$ cat src/rtl/pipe_pkg.sv
// rtl/pipe_pkg.sv - shared constants, stage indices and popcount helper for pipe_stage_chain
package pipe_pkg;

    localparam int PIPE_NUM_STAGES = 4;
    localparam int PIPE_DATA_W     = 64;
    localparam int PIPE_CNT_W      = 32;

    localparam int STG_IFID  = 0;
    localparam int STG_IDEX  = 1;
    localparam int STG_EXMEM = 2;
    localparam int STG_MEMWB = 3;

    localparam int POPCNT_MAX_W = 32;

    function automatic int unsigned popcount(input logic [POPCNT_MAX_W-1:0] v);
        int unsigned n;
        n = 0;
        for (int i = 0; i < POPCNT_MAX_W; i++) begin
            n = n + {31'd0, v[i]};
        end
        return n;
    endfunction

endpackage

$ cat src/rtl/pipe_stage_reg.sv
// rtl/pipe_stage_reg.sv - one valid+payload boundary register, priority flush > load > hold
module pipe_stage_reg
    import pipe_pkg::*;
#(
    parameter int DATA_W = PIPE_DATA_W
) (
    input  logic              clk_i,
    input  logic              rst_ni,
    input  logic              flush_i,
    input  logic              load_i,
    input  logic              src_valid_i,
    input  logic [DATA_W-1:0] src_data_i,
    output logic              valid_o,
    output logic [DATA_W-1:0] data_o
);

    logic              valid_q, valid_d;
    logic [DATA_W-1:0] data_q, data_d;

    // Payload only moves with a real item; a loaded bubble keeps the old data.
    always_comb begin
        valid_d = valid_q;
        data_d  = data_q;
        if (flush_i) begin
            valid_d = 1'b0;
        end else if (load_i) begin
            valid_d = src_valid_i;
            if (src_valid_i) begin
                data_d = src_data_i;
            end
        end
    end

    always_ff @(posedge clk_i or negedge rst_ni) begin
        if (!rst_ni) begin
            valid_q <= 1'b0;
            data_q  <= '0;
        end else begin
            valid_q <= valid_d;
            data_q  <= data_d;
        end
    end

    assign valid_o = valid_q;
    assign data_o  = data_q;

endmodule

$ cat src/rtl/pipe_stage_chain.sv
// rtl/pipe_stage_chain.sv - valid/ready pipeline register chain with per-stage stall and flush
// Optional PIPE_PERF_CNT_EN adds saturating stall/flush performance counters.
module pipe_stage_chain
    import pipe_pkg::*;
#(
    parameter int NUM_STAGES = PIPE_NUM_STAGES,
    parameter int DATA_W     = PIPE_DATA_W,
    parameter int CNT_W      = PIPE_CNT_W
) (
    input  logic                  clk_i,
    input  logic                  rst_ni,
    input  logic                  in_valid_i,
    input  logic [DATA_W-1:0]     in_data_i,
    output logic                  in_ready_o,
    output logic                  out_valid_o,
    output logic [DATA_W-1:0]     out_data_o,
    input  logic                  out_ready_i,
    input  logic [NUM_STAGES-1:0] stall_i,
    input  logic [NUM_STAGES-1:0] flush_i,
    output logic [NUM_STAGES-1:0] occ_o,
    output logic [CNT_W-1:0]      stall_cnt_o,
    output logic [CNT_W-1:0]      flush_cnt_o
);

    logic [NUM_STAGES:0]   acc;
    logic [NUM_STAGES-1:0] src_valid;
    logic [NUM_STAGES-1:0] occ;
    logic [DATA_W-1:0]     stage_data [NUM_STAGES];

    // Ready ripples from the output back to the input: a deliberate depth-N timing path.
    always_comb begin
        acc             = '0;
        acc[NUM_STAGES] = out_ready_i;
        for (int i = NUM_STAGES - 1; i >= 0; i--) begin
            acc[i] = ~stall_i[i] & (~occ[i] | acc[i+1]);
        end
    end

    always_comb begin
        src_valid    = '0;
        src_valid[0] = in_valid_i;
        for (int i = 1; i < NUM_STAGES; i++) begin
            src_valid[i] = occ[i-1] & ~stall_i[i-1];
        end
    end

    for (genvar g = 0; g < NUM_STAGES; g++) begin : g_stage
        logic [DATA_W-1:0] src_data;
        if (g == 0) begin : g_first
            assign src_data = in_data_i;
        end else begin : g_next
            assign src_data = stage_data[g-1];
        end

        pipe_stage_reg #(.DATA_W(DATA_W)) u_reg (
            .clk_i       (clk_i),
            .rst_ni      (rst_ni),
            .flush_i     (flush_i[g]),
            .load_i      (acc[g]),
            .src_valid_i (src_valid[g]),
            .src_data_i  (src_data),
            .valid_o     (occ[g]),
            .data_o      (stage_data[g])
        );
    end

    assign in_ready_o  = acc[0];
    assign out_valid_o = occ[NUM_STAGES-1] & ~stall_i[NUM_STAGES-1];
    assign out_data_o  = stage_data[NUM_STAGES-1];
    assign occ_o       = occ;

`ifdef PIPE_PERF_CNT_EN
    logic [CNT_W-1:0] stall_cnt_q, stall_cnt_d;
    logic [CNT_W-1:0] flush_cnt_q, flush_cnt_d;
    logic [CNT_W:0]   flush_sum;

    // Kill count assumes NUM_STAGES <= POPCNT_MAX_W.
    always_comb begin
        stall_cnt_d = stall_cnt_q;
        if ((|(stall_i & occ)) && (stall_cnt_q != {CNT_W{1'b1}})) begin
            stall_cnt_d = stall_cnt_q + CNT_W'(1);
        end
        flush_sum   = {1'b0, flush_cnt_q}
                    + (CNT_W+1)'(popcount(POPCNT_MAX_W'(flush_i & occ)));
        flush_cnt_d = flush_sum[CNT_W] ? {CNT_W{1'b1}} : flush_sum[CNT_W-1:0];
    end

    always_ff @(posedge clk_i or negedge rst_ni) begin
        if (!rst_ni) begin
            stall_cnt_q <= '0;
            flush_cnt_q <= '0;
        end else begin
            stall_cnt_q <= stall_cnt_d;
            flush_cnt_q <= flush_cnt_d;
        end
    end

    assign stall_cnt_o = stall_cnt_q;
    assign flush_cnt_o = flush_cnt_q;
`else
    assign stall_cnt_o = '0;
    assign flush_cnt_o = '0;
`endif

endmodule

$ cat config.mk
export PLATFORM = sky130hd
export DESIGN_NAME = pipe_stage_chain
export DESIGN_NICKNAME = d
export VERILOG_FILES = /design/src/rtl/pipe_pkg.sv /design/src/rtl/pipe_stage_reg.sv /design/src/rtl/pipe_stage_chain.sv
export SDC_FILE = /design/constraint.sdc
export NUM_CORES = 1
export LEC_CHECK = 0
export ABC_CLOCK_PERIOD_IN_PS = 4400
export BUFFER_PORTS_ARGS = -buffer_cell sky130_fd_sc_hd__buf_2
export CAP_MARGIN = 20
export CORE_ASPECT_RATIO = 0.5
export CORE_MARGIN = 2
export CORE_UTILIZATION = 45
export DETAILED_ROUTE_END_ITERATION = 10
export GPL_TIMING_DRIVEN = 0
export PLACE_DENSITY = 0.68
export SLEW_MARGIN = 20
export SYNTH_ARGS = -nofsm -noshare
export SYNTH_HDL_FRONTEND = slang
export SYNTH_HIERARCHICAL = 1
export SYNTH_SLANG_ARGS = --single-unit
$ cat constraint.sdc
create_clock -name clk_i -period 4.4 [get_ports clk_i]
set_input_delay 0.44 -clock clk_i [delete_from_list [all_inputs] [get_ports clk_i]]
set_output_delay 0.44 -clock clk_i [all_outputs]
set_load 0.02 [all_outputs]
Word level (Yosys, flattened, before mapping)
Index checks and enable logic that the tools add are counted.
- register bits after elaboration: 260
- input port bits: 76
- output and inout bits: 134
- multiplexer cells: 8
- bitwise gates (word level): 24
- reductions and logical operators: 8
- operator list (cell ; number):
    1-bit inverter ; 12
    3-bit AND reduction ; 4
    1-bit AND ; 8
    1-bit two-way mux ; 8
    2-bit nonzero test ; 4
    1-bit OR ; 4

Longest topological paths before layout
Gate-level depths: netlist of the first run.
- word-level depth: 11
- gate-level depth with buffers: 7
- gate-level depth less buffers: 5

By module
Netlist of the first run, hierarchy kept.
- modules (own cells, without submodules) (module ; instances ; cells each ; area each (um^2)):
    pipe_stage_reg ; 4 ; 139 ; 2725.1
    pipe_stage_chain ; 1 ; 78 ; 565.5

Least setup slack after synthesis of the first run
No wires, ideal clock.
- path type: flip-flop to flip-flop
- start point: register g_stage[2].u_reg.valid_q
- end point: register g_stage[0].u_reg.data_q[0]
- arrival: 2.005 ns
- required time: 4.275 ns
- slack: 2.270 ns
- stages on the path, launching flop included: 8
- path buffers: 2
- cell sequence: dfrtp_1 -> a21oi_2 -> nand2_2 -> a31oi_1 -> nand3b_1 -> buf_6 -> buf_12 -> mux2_4
- longest elaborated chain between the ends: 8
- ends and longest elaborated chain (element ; line ; source):
    start: declaration ; pipe_stage_reg.sv:17 ; logic valid_q, valid_d;
    start signal: assignment ; pipe_stage_reg.sv:39 ; valid_q <= valid_d;
    1-bit inverter ; pipe_stage_chain.sv:35 ; acc[i] = ~stall_i[i] & (~occ[i] | acc[i+1]);
    1-bit OR ; pipe_stage_chain.sv:35 ;
    1-bit AND ; pipe_stage_chain.sv:35 ;
    1-bit OR ; pipe_stage_chain.sv:35 ;
    1-bit AND ; pipe_stage_chain.sv:35 ;
    1-bit OR ; pipe_stage_chain.sv:35 ;
    1-bit AND ; pipe_stage_chain.sv:35 ;
    net in_ready_o ; pipe_stage_chain.sv:14 ; output logic in_ready_o,
    3-bit AND reduction (no line) ; n/a ;
    end signal: assignment ; pipe_stage_reg.sv:40 ; data_q <= data_d;
    end: declaration ; pipe_stage_reg.sv:18 ; logic [DATA_W-1:0] data_q, data_d;
The timed path passes the listed nets, and every way through them passes these cells.
A chain may end at the register's enable or synchronous reset.

Worst setup path in the final report of the first run
- start point: register g_stage[2].u_reg.valid_q
- end point: output in_ready_o
- longest elaborated chain between the ends: 7
- ends and longest elaborated chain (element ; line):
    1-bit inverter ; pipe_stage_chain.sv:35
    1-bit OR ; pipe_stage_chain.sv:35
    1-bit AND ; pipe_stage_chain.sv:35
    1-bit OR ; pipe_stage_chain.sv:35
    1-bit AND ; pipe_stage_chain.sv:35
    1-bit OR ; pipe_stage_chain.sv:35
    1-bit AND ; pipe_stage_chain.sv:35
    end: declaration ; pipe_stage_chain.sv:14
Every way passes these cells.

==> results of run 1 <==
==> kinds of logic (layout without fill, tap and decap cells) <==
kind of cell	count (synthesis)	count (layout)	synth area share (%)
mux	260	260	33.3
buf+inv	94	286	8.84
flops	260	260	56.7
compound gates	5	5	0.284
simple gates	14	14	0.753
other cells	1	65	0.0327
==> path summary, 6_finish.rpt <==
path / startpoint / to / slack (ns)
worst max register to register: g_stage[2].u_reg/valid_o$_DFFE_PN0P_ / g_stage[0].u_reg/data_o[5]$_DFFE_PN0P_ / 2.50
worst min register to register: g_stage[0].u_reg/data_o[19]$_DFFE_PN0P_ / g_stage[1].u_reg/data_o[19]$_DFFE_PN0P_ / 0.50
max in group asynchronous: rst_ni / g_stage[3].u_reg/data_o[35]$_DFFE_PN0P_ / 2.98
worst max-delay path: g_stage[2].u_reg/valid_o$_DFFE_PN0P_ / in_ready_o / 2.25
worst min-delay path: flush_i[2] / g_stage[2].u_reg/valid_o$_DFFE_PN0P_ / 0.07
min in group asynchronous: rst_ni / g_stage[0].u_reg/data_o[40]$_DFFE_PN0P_ / 0.40
==> synth_stat cells, types with 2 or more instances <==
| cell | number |
|---|---|
| mux2_4 | 240 |
| nor2b_1 | 3 |
| mux2i_1 | 4 |
| nand3b_1 | 5 |
| dfrtp_1 | 260 |
| buf_12 | 24 |
| a21oi_1 | 2 |
| mux2_2 | 16 |
| nor2_1 | 4 |
| inv_1 | 2 |
| buf_6 | 4 |
| buf_4 | 64 |
==> cell type report <==
| cell class | instances | area, sq um |
|---|---|---|
| sequential | 260 | 6510 |
| buffer | 92 | 1010 |
| clock inverter | 7 | 110 |
| multi-input combinational | 343 | 4180 |
| inverter | 2 | 7.51 |
| timing repair buffer | 149 | 828 |
| clock buffer | 36 | 757 |
| antenna | 1 | 2.50 |
| fill | 2029 | 11300 |
| tap | 344 | 430 |
==> metal layers <==
layer	global-route usage [%]	wire [microns]	vias to the layer above
met5	0	0	-
met4	3.57	429	0
met3	3.03	708	31
met2	24.5	9730	101
met1	19.6	8650	2766
li1	-	-	2559
==> sequential cells by signal, indices dropped and copies added (netlist names) <==
register,flops
g_stage.u_reg/data_o,256
g_stage.u_reg/valid_o,4
==> cells in the final DEF (no fill, tap or decap), types with 3 or more instances in the layout <==
| master | synthesis | layout |
|---|---|---|
| bufinv_16 | 0 | 3 |
| nand3b_1 | 5 | 5 |
| buf_6 | 4 | 4 |
| clkbuf_8 | 0 | 9 |
| clkbuf_16 | 0 | 25 |
| nor2_1 | 4 | 4 |
| dfrtp_1 | 260 | 260 |
| conb_1 | 1 | 64 |
| clkinv_2 | 0 | 4 |
| buf_4 | 64 | 64 |
| mux2i_1 | 4 | 4 |
| buf_12 | 24 | 24 |
| mux2_4 | 240 | 240 |
| nor2b_1 | 3 | 3 |
| mux2_2 | 16 | 16 |
| buf_16 | 0 | 3 |
| buf_2 | 0 | 144 |
==> stage by stage <==
stage | utilization [%] | setup slack [ns] | TNS (ns) | total power [uW] | area (sq um)
after floorplan | - | 2.27 | 0 | 3500 | 11700
after global placement | 51.2 | -1.60 | -407.80 | 3650 | 12900
after detailed placement | 51.5 | 2.37 | 0 | 3700 | 13000
after CTS | 55.0 | 2.22 | 0 | 5980 | 13800
after global routing | 55.0 | 2.10 | 0 | 6190 | 13800
final | 55.0 | 2.25 | 0 | 5900 | 13800
==> worst max-delay path, delay by kind of cell (launching register included) <==
kind | cells | cell delay [ns]
buffers and inverters | 1 | 0.23
AOI/OAI and AO/OA | 2 | 0.46
DFF | 1 | 0.43
and+or+nand+nor | 1 | 0.08
==> where the power goes <==
| group | internal, uW | total, uW | switching, uW |
|---|---|---|---|
| sequential | 2720 | 2910 | 192 |
| clock | 1360 | 2250 | 885 |
| combinational | 515 | 737 | 222 |
==> impl_metrics.py, run 1 <==
metrics = {
    "status": {
        "status": "finished, final reports clean",
    },
    "worst_setup_path": {
        "cp-end-kind": "output pin",
        "setup.worst_path.start_class": "flop",
        "setup.worst_path.class": "flop to output pin",
        "cp_data_arrival_time_ns": 1.71,
        "path_cells": "a21oi_2, nand2_2, a31oi_1, buf_2",
        "required_ns": 3.96,
        "slowest_stage": "dfrtp_1",
        "path_max_fanout": 5,
        "slowest_delay_ns": 0.43,
        "reg2reg_depth": 7,
    },
    "clock_network": {
        "cts.reportedPaths.clkPinSlew_ns": 0.07,
        "clock_tree.buffer_depth": 3,
        "cts_sinks": 260,
        "htreeDepth": 1,
        "clk_latency_ns": 0.52,
        "post_cts_buffers": 0,
        "hold_buffers": 1,
        "cts_root_buf": "clkbuf_16",
        "cts_tree": "built",
        "numCtsBuffers": 24,
        "ctsResizeCount": 0,
    },
    "yosys": {
        "ys_warn_count": 6,
        "avgSynthCellArea_sq_um": 18.1,
        "yosysUniqueCellTypes": 18,
        "yosys.area.top_type_share_pct": 56.7,
        "async_flop_share_pct": 100,
        "ys_top_cells_by_area": "dfrtp_1 (57%), mux2_4 (31%), buf_12 (4.2%)",
        "synth-main-ff-cell": "dfrtp_1",
        "synthCells": 634,
        "synth_area_sq_um": 11500,
        "synth_edf_count": 0,
        "synth_top_area_cell": "dfrtp_1",
        "seq_area_frac_synth_pct": 56.7,
        "synth-seq-cells": 260,
    },
    "die": {
        "die_height_microns": 117,
        "coreArea_sq_um": 25100,
        "num_io_pins": 210,
        "die_area_sq_um": 26900,
        "start_util_pct": 45.6,
        "die_x_microns": 230,
        "row_count": 41,
    },
    "detailed_routing": {
        "drt-vias-per-instance": 4.42,
        "ant_nets": 0,
        "drtIter0Drc": 229,
        "drc": 0,
        "drt_wl_total_mm": 19.5,
        "firstDrtPassIters": 4,
        "vias": 5457,
        "wl_per_cell_microns": 15.8,
    },
    "sta": {
        "rsz0062_at_grt": "no",
        "layout_min_cycle_time_ns": 2.15,
        "fin_skew_ns": 0.00773,
        "period_share_pct": 48.8,
        "fmax_mhz": 466,
        "hold_violations": 0,
        "holdWs_ns": 0.0746,
        "setup_viol": 0,
        "slew_violations": 0,
    },
    "grt": {
        "grt_pass1_vias": 5562,
        "gr-total-overflow": 0,
        "antenna_found_initial": 1,
        "grt_max_degree": 83,
        "track_usage_pct": 14.5,
        "grt_pass1_wl_mm": 30.9,
    },
    "final_layout": {
        "area_growth_pct": 20.6,
        "nets": 948,
        "fin_cells": 1234,
        "drive_gt1_share_pct": 60.7,
    },
    "power": {
        "vdd_drop_max_mv": 0.253,
        "leakage_uw": 0.00785,
        "p_per_area_nw_per_um2": 426,
    },
    "place": {
        "port_buffers": 145,
        "routabilityCongestion": 0.714,
        "dp.cells": 1189,
        "hpwl_mm": 13.6,
    },
    "flow_run": {
        "cap_violations": 0,
    },
    "min_path": {
        "min_delay_path_depth": 2,
        "hp-class": "primary input to flop",
    },
}
Note: power is estimated with default switching activity, not from simulation.
==> inputs of run 2 (changes only) <==
--- a/config.mk
+++ b/config.mk
@@ -5,7 +5,8 @@
 export SDC_FILE = /design/constraint.sdc
 export NUM_CORES = 1
 export LEC_CHECK = 0
-export ABC_CLOCK_PERIOD_IN_PS = 4400
+export ABC_AREA = 1
+export ABC_CLOCK_PERIOD_IN_PS = 1800
 export BUFFER_PORTS_ARGS = -buffer_cell sky130_fd_sc_hd__buf_2
 export CAP_MARGIN = 20
 export CORE_ASPECT_RATIO = 0.5
@@ -13,7 +14,7 @@
 export CORE_UTILIZATION = 45
 export DETAILED_ROUTE_END_ITERATION = 10
 export GPL_TIMING_DRIVEN = 0
-export PLACE_DENSITY = 0.68
+export PLACE_DENSITY = 0.7
 export SLEW_MARGIN = 20
 export SYNTH_ARGS = -nofsm -noshare
 export SYNTH_HDL_FRONTEND = slang
==> constraint.sdc (replaced) <==
create_clock -name clk_i -period 1.8 [get_ports clk_i]
set_input_delay 0.18 -clock clk_i [delete_from_list [all_inputs] [get_ports clk_i]]
set_output_delay 0.18 -clock clk_i [all_outputs]
set_load 0.02 [all_outputs]
==> run 2 against run 1 <==
Against the previous run:
- the run now ends with negative setup slack left
- via count increased by 76%
- count of clock-buffer cells in the layout increased by 1
- largest power group unchanged
- highest routed layer unchanged
- first-iteration DRC count increased to 3.1 times the previous value
- global-route usage increased by 6.0 points
- clock skew about the same
==> impl_metrics.py, run 2 <==
metrics = {
    "sta": {
        "slew_violations": 0,
        "layout_min_cycle_time_ns": 1.91,
        "fmax_mhz": 523,
        "tightest_slew_ns": 0.665,
        "hold_violations": 0,
        "setup_viol": 51,
        "setup_ws_ns": -0.112,
        "setup_tns_ns": -3.70,
        "fin_skew_ns": 0.00803,
        "period_share_pct": 106,
        "relSlewSlack_pct": 55.7,
        "rsz0062_at_grt": "yes",
    },
    "power": {
        "vdd_drop_max_mv": 0.645,
        "leakage_uw": 0.00829,
        "p_per_area_nw_per_um2": 920,
    },
    "worst_setup_path": {
        "crit_top_cell": "nand2_2",
        "setup.worst_path.start_class": "flop",
        "r2r_slack_ns": -0.11,
        "required_ns": 1.62,
        "setup.worst_path.class": "flop to output pin",
        "slowest_delay_ns": 0.40,
        "path_max_fanout": 3,
        "reg2reg_to": "g_stage[0].u_reg/data_o[29]$_DFFE_PN0P_",
        "reg2reg_from": "g_stage[3].u_reg/valid_o$_DFFE_PN0P_",
        "cp-end-kind": "output pin",
        "reg2reg_depth": 13,
        "slowest_stage": "dfrtp_1",
        "cp_data_arrival_time_ns": 1.73,
        "path_cells": "nand2_1, nand2_2, nand2_2, nand2_2, nand2_2, nand2_2, a21oi_4, buf_6",
    },
    "die": {
        "die_area_sq_um": 26800,
        "coreArea_sq_um": 25100,
        "die_x_microns": 229,
        "start_util_pct": 45.5,
        "die_height_microns": 117,
        "row_count": 41,
        "num_io_pins": 210,
    },
    "clock_network": {
        "cts_sinks": 260,
        "cts_tree": "built",
        "numCtsBuffers": 24,
        "cts.reportedPaths.clkPinSlew_ns": 0.07,
        "htreeDepth": 1,
        "clk_latency_ns": 0.51,
        "clock_tree.buffer_depth": 3,
        "cts_root_buf": "clkbuf_16",
    },
    "yosys": {
        "yosys.area.top_type_share_pct": 56.9,
        "yosys-mux-area-fraction_pct": 0,
        "synth_edf_count": 0,
        "synth-main-ff-cell": "dfrtp_1",
        "synth_most_common_cell": "nand2_1",
        "synth_area_sq_um": 11400,
        "synth_common_cells": "nand2_1 (521), dfrtp_1 (260), nand4_1 (256)",
        "ys_warn_count": 6,
        "avgSynthCellArea_sq_um": 9.19,
        "yosysUniqueCellTypes": 14,
        "synthCells": 1243,
        "synth-seq-cells": 260,
        "synth_compound_area_share_pct": 0.252,
        "ys_top_cells_by_area": "dfrtp_1 (57%), nand2_1 (17%), nand4_1 (14%)",
        "seq_area_frac_synth_pct": 56.9,
        "async_flop_share_pct": 100,
        "synth_xor_area_share_pct": 0,
        "synth_top_area_cell": "dfrtp_1",
        "synth_top_family_by_area": "simple AND/OR/NAND/NOR gates",
        "synth-simple-area-share_pct": 31.5,
        "synth_fa_ha_area_share_pct": 0,
    },
    "detailed_routing": {
        "firstDrtPassIters": 5,
        "wl_met2_mm": 14.1,
        "wl_met3_mm": 1.36,
        "wl_met1_mm": 12.6,
        "vias": 9582,
        "drtIter0Drc": 708,
        "drc": 0,
        "drt-vias-per-instance": 5.00,
        "drt_wl_total_mm": 28.7,
        "ant_nets": 0,
        "top_layer": "met4",
        "wl_per_cell_microns": 15.0,
    },
    "grt": {
        "gr-total-overflow": 0,
        "track_usage_pct": 20.6,
        "grt_pass1_vias": 9036,
        "grt_pass1_wl_mm": 44.9,
        "grt_max_degree": 107,
        "antenna_found_initial": 0,
    },
    "final_layout": {
        "post-route-util_pct": 58.9,
        "antenna_cells": 0,
        "nets": 1632,
        "drive_gt1_share_pct": 26.3,
        "area_growth_pct": 29.3,
        "finish.instance_area_sq_um": 14800,
        "layout_commonest_cell": "nand2_1",
        "final_cell_mix": "nand2_1 (475), dfrtp_1 (260), nand4_1 (256)",
        "fin_cells": 1916,
        "largest_reg_flops": 256,
    },
    "place": {
        "hpwl_mm": 19.0,
        "post_dp_cell_area_sq_um": 12900,
        "dp_slack_ns": -0.246,
        "dp.cells": 1797,
        "routabilityCongestion": 0.809,
        "port_buffers": 145,
    },
    "min_path": {
        "min_delay_path_depth": 4,
        "hold_end": "g_stage[0].u_reg/data_o[59]$_DFFE_PN0P_",
        "hp-start": "in_valid_i",
        "hp-class": "primary input to flop",
    },
    "flow_run": {
        "cap_violations": 0,
    },
    "status": {
        "status": "finished with violations",
        "violations": "negative setup slack",
    },
}
## run 2: changes by cell type after synthesis, moves of 13 or more
cell and delta:
nand4_1 +256, nand2_1 +521, buf_4 +32, mux2_2 -16, buf_12 -24, mux2_4 -240
inv_1 +13, buf_2 +48, buf_6 +16
## run 2: routing by layer
| metal | global-route usage (%) | up-vias |
|---|---|---|
| li1 | - | 4693 |
| met1 | 27.3 | 4566 |
| met2 | 35.7 | 273 |
| met3 | 3.05 | 50 |
| met4 | 5.89 | 0 |
| met5 | 0 | - |
## run 2: worst max-delay path, delay by kind of cell, from the launching register on
family,cells,cell delay (ns)
and+or+nand+nor,6,0.46
DFF,1,0.40
AOI/OAI and AO/OA,1,0.21
buffers and inverters,1,0.15
## run 2: cell type report
cell class / count / area, sq um
multi-input cells: 855 / 4080
plain buffers: 176 / 1310
well taps: 344 / 430
clock inverters: 5 / 50.0
flip-flops and latches: 260 / 6510
inverters: 15 / 58.8
repair buffers: 224 / 1610
clock buffers: 37 / 731
fillers: 2072 / 10300
## run 2: through the flow
stage | hold slack (ns) | total power (uW)
after detailed placement | 0.236 | 8320
after floorplan | -0.116 | 7800
after CTS | 0.154 | 13500
after global placement | 0.442 | 8220
after global routing | 0.174 | 14200
final | 0.169 | 13600
## run 2: power breakdown
group	leakage, uW	switching (uW)	total [uW]	internal (uW)
Clock	0.000388	2120	5040	2930
Combinational	0.00441	960	1660	701
Sequential	0.00349	412	6880	6470
Total	0.00829	3490	13600	10100
## run 2: cells by family (layout without fill, tap and decap cells)
logic type	Yosys count	in the layout
simple gates	786	786
compound gates	5	5
flops	260	260
other cells	1	64
buf+inv	191	457
## run 2: timing repair
action	in CTS	in global routing
pin swaps	1	4
cloned	1	4
hold buffers	65	0
setup endpoints to repair	71	114
buffers inserted	3	4
hold endpoints to repair	151	0
gates resized for setup	17	84
## run 2: worst max path at each step
stage | startpoint | end | slack [ns]
after global placement | rst_ni | g_stage[0].u_reg/data_o[1]$_DFFE_PN0P_ | -3.77
after floorplan | g_stage[3].u_reg/valid_o$_DFFE_PN0P_ | g_stage[0].u_reg/data_o[10]$_DFFE_PN0P_ | 0.009
after detailed placement | g_stage[3].u_reg/valid_o$_DFFE_PN0P_ | g_stage[0].u_reg/data_o[18]$_DFFE_PN0P_ | -0.25
after CTS | g_stage[3].u_reg/valid_o$_DFFE_PN0P_ | in_ready_o | -0.13
final | g_stage[3].u_reg/valid_o$_DFFE_PN0P_ | in_ready_o | -0.11
after global routing | g_stage[3].u_reg/valid_o$_DFFE_PN0P_ | in_ready_o | -0.17
==> inputs of run 3 (changes only) <==
==> constraint.sdc (replaced) <==
create_clock -name clk_i -period 1.8 [get_ports clk_i]
set_input_delay 0.36 -clock clk_i [delete_from_list [all_inputs] [get_ports clk_i]]
set_output_delay 0.36 -clock clk_i [all_outputs]
set_load 0.02 [all_outputs]
==> run 3 against run 2 <==
Against the previous run:
- via count fell by 2.6%
- setup slack got worse by 0.14 ns
- power fell by 1.6%
- the flow still finishes with violations (negative setup slack)
- sequential power fell by 0.6%
- sequential cell count did not move
- largest power group unchanged
- final area fell by 4.0%
- largest cell class unchanged
- critical path depth did not move
- clock skew fell by 0.00097 ns
==> impl_metrics.py, run 3 (synthesis results as in run 2) <==
metrics = {
    "die": {
        "start_util_pct": 45.5,
        "coreArea_sq_um": 25100,
        "die_area_sq_um": 26800,
        "die_height_microns": 117,
        "die_x_microns": 229,
        "row_count": 41,
        "num_io_pins": 210,
    },
    "worst_setup_path": {
        "required_ns": 1.44,
        "r2r_slack_ns": -0.19,
        "startpoint": "g_stage[3].u_reg/valid_o$_DFFE_PN0P_",
        "endpoint": "in_ready_o",
        "reg2reg_depth": 14,
        "cp_data_arrival_time_ns": 1.69,
        "setup.worst_path.start_class": "flop",
        "reg2reg_to": "g_stage[0].u_reg/data_o[46]$_DFFE_PN0P_",
        "reg2reg_from": "g_stage[3].u_reg/valid_o$_DFFE_PN0P_",
        "cp-end-kind": "output pin",
        "path_max_fanout": 2,
        "setup.worst_path.class": "flop to output pin",
    },
    "power": {
        "pwr-share-seq_pct": 51.2,
        "switchingPower_uw": 3390,
        "switching_share_pct": 25.4,
        "leakage_uw": 0.00809,
        "finalPower_uw": 13400,
        "internal-power_uw": 9980,
        "p_per_area_nw_per_um2": 943,
        "p_clk_share_pct": 37.6,
        "vdd_drop_max_mv": 0.625,
        "combPwrFrac_pct": 11.2,
    },
    "final_layout": {
        "nFillCells": 2150,
        "seq_area_sq_um": 6510,
        "multi_input_area_sq_um": 3950,
        "area_growth_pct": 24.1,
        "finish.instance_area_sq_um": 14200,
        "antenna_cells": 0,
        "largest_reg_flops": 256,
        "nets": 1581,
        "fin_cells": 1865,
        "drive_gt1_share_pct": 25.8,
        "layout_commonest_cell": "nand2_1",
        "final_cell_mix": "nand2_1 (513), dfrtp_1 (260), nand4_1 (256)",
        "post-route-util_pct": 56.5,
    },
    "clock_network": {
        "cts_root_buf": "clkbuf_16",
        "cts.reportedPaths.clkPinSlew_ns": 0.06,
        "cts_tree": "built",
        "cts_sinks": 260,
        "clock_tree.buffer_depth": 3,
        "clk_latency_ns": 0.51,
        "htreeDepth": 1,
        "numCtsBuffers": 24,
    },
    "flow_run": {
        "cap_violations": 0,
    },
    "sta": {
        "setup_viol": 65,
        "tightest_slew_ns": 0.662,
        "hold_violations": 0,
        "setup_ws_ns": -0.247,
        "relSlewSlack_pct": 55.9,
        "fmax_mhz": 489,
        "slew_violations": 0,
        "fin_skew_ns": 0.00707,
        "layout_min_cycle_time_ns": 2.05,
        "period_share_pct": 114,
        "rsz0062_at_grt": "yes",
    },
    "place": {
        "dp.cells": 1797,
        "post_dp_cell_area_sq_um": 12900,
        "hpwl_mm": 19.0,
        "port_buffers": 145,
        "dp_slack_ns": -0.270,
        "routabilityCongestion": 0.809,
    },
    "status": {
        "status": "finished with violations",
        "violations": "negative setup slack",
    },
    "detailed_routing": {
        "drtIter0Drc": 693,
        "firstDrtPassIters": 5,
        "vias": 9329,
        "drc": 0,
        "drt_wl_total_mm": 27.8,
        "ant_nets": 0,
        "wl_per_cell_microns": 14.9,
        "drt-vias-per-instance": 5.00,
    },
    "min_path": {
        "hp-start": "in_data_i[3]",
        "hp-class": "primary input to flop",
    },
    "grt": {
        "track_usage_pct": 19.8,
        "antenna_found_initial": 0,
        "grt_pass1_vias": 8611,
        "grt_max_degree": 107,
        "gr-total-overflow": 0,
        "grt_pass1_wl_mm": 43.0,
    },
}
run 3: per-stage QoR:
step           TNS (ns)  hold WS [ns]
2_1_floorplan         0        0.0644
3_3_place_gp   -1034.41         0.451
3_5_place_dp     -12.43         0.416
4_1_cts          -19.89        0.0900
5_1_grt          -15.23        0.0978
6_report         -10.24         0.102
run 3: how the worst min path moves through the flow:
stage	end	cells past startpoint	slack, ns
finish	g_stage[0].u_reg/data_o[3]$_DFFE_PN0P_	3	0.10
global route	g_stage[0].u_reg/data_o[51]$_DFFE_PN0P_	3	0.1
CTS	g_stage[0].u_reg/data_o[56]$_DFFE_PN0P_	3	0.09
detailed placement	g_stage[3].u_reg/data_o[36]$_DFFE_PN0P_	1	0.42
global placement	g_stage[3].u_reg/data_o[1]$_DFFE_PN0P_	2	0.45
floorplan	g_stage[0].u_reg/data_o[0]$_DFFE_PN0P_	0	0.06
run 3: worst max-delay path, stage by stage, from the launching register on:
cell and delay, ns:
dfrtp_1 0.39, nand2_1 0.08, nand2_2 0.10, nand2_2 0.08
nand2_2 0.07, nand2_2 0.08, nand2_4 0.07, a21oi_4 0.17
buf_6 0.14
run 3: power by group through the flow:
stage	registers [uW]	logic [uW]	clock network (uW)
after floorplan	6820	983	0
after global placement	6900	1320	0
after detailed placement	6930	1390	0
after CTS	6830	1460	5110
after global routing	6900	1710	5350
final	6840	1500	5030
run 3: routing by layer:
layer	GRT usage, %	wire, microns	vias to the layer above
met1	26.2	12300	4477
met3	3.32	1570	33
met2	34.7	13500	224
met5	0	0	-
li1	-	-	4595
met4	4.42	435	0
run 3: layout make-up:
cell class              count  area share [%]
clock inverters             5           0.353
repair buffers            173            7.69
flip-flops and latches    260            45.9
well taps                 344            3.04
multi-input cells         855            27.8
clock buffers              37            5.15
plain buffers             176            9.58
inverters                  15           0.468
run 3: repair_timing:
action	CTS	global route
gates resized for setup	33	42
endpoints found under the hold margin	87	0
hold buffers	1	0
setup endpoints to repair	71	192
pin swaps	1	4
buffers inserted	14	10
cloned	3	5
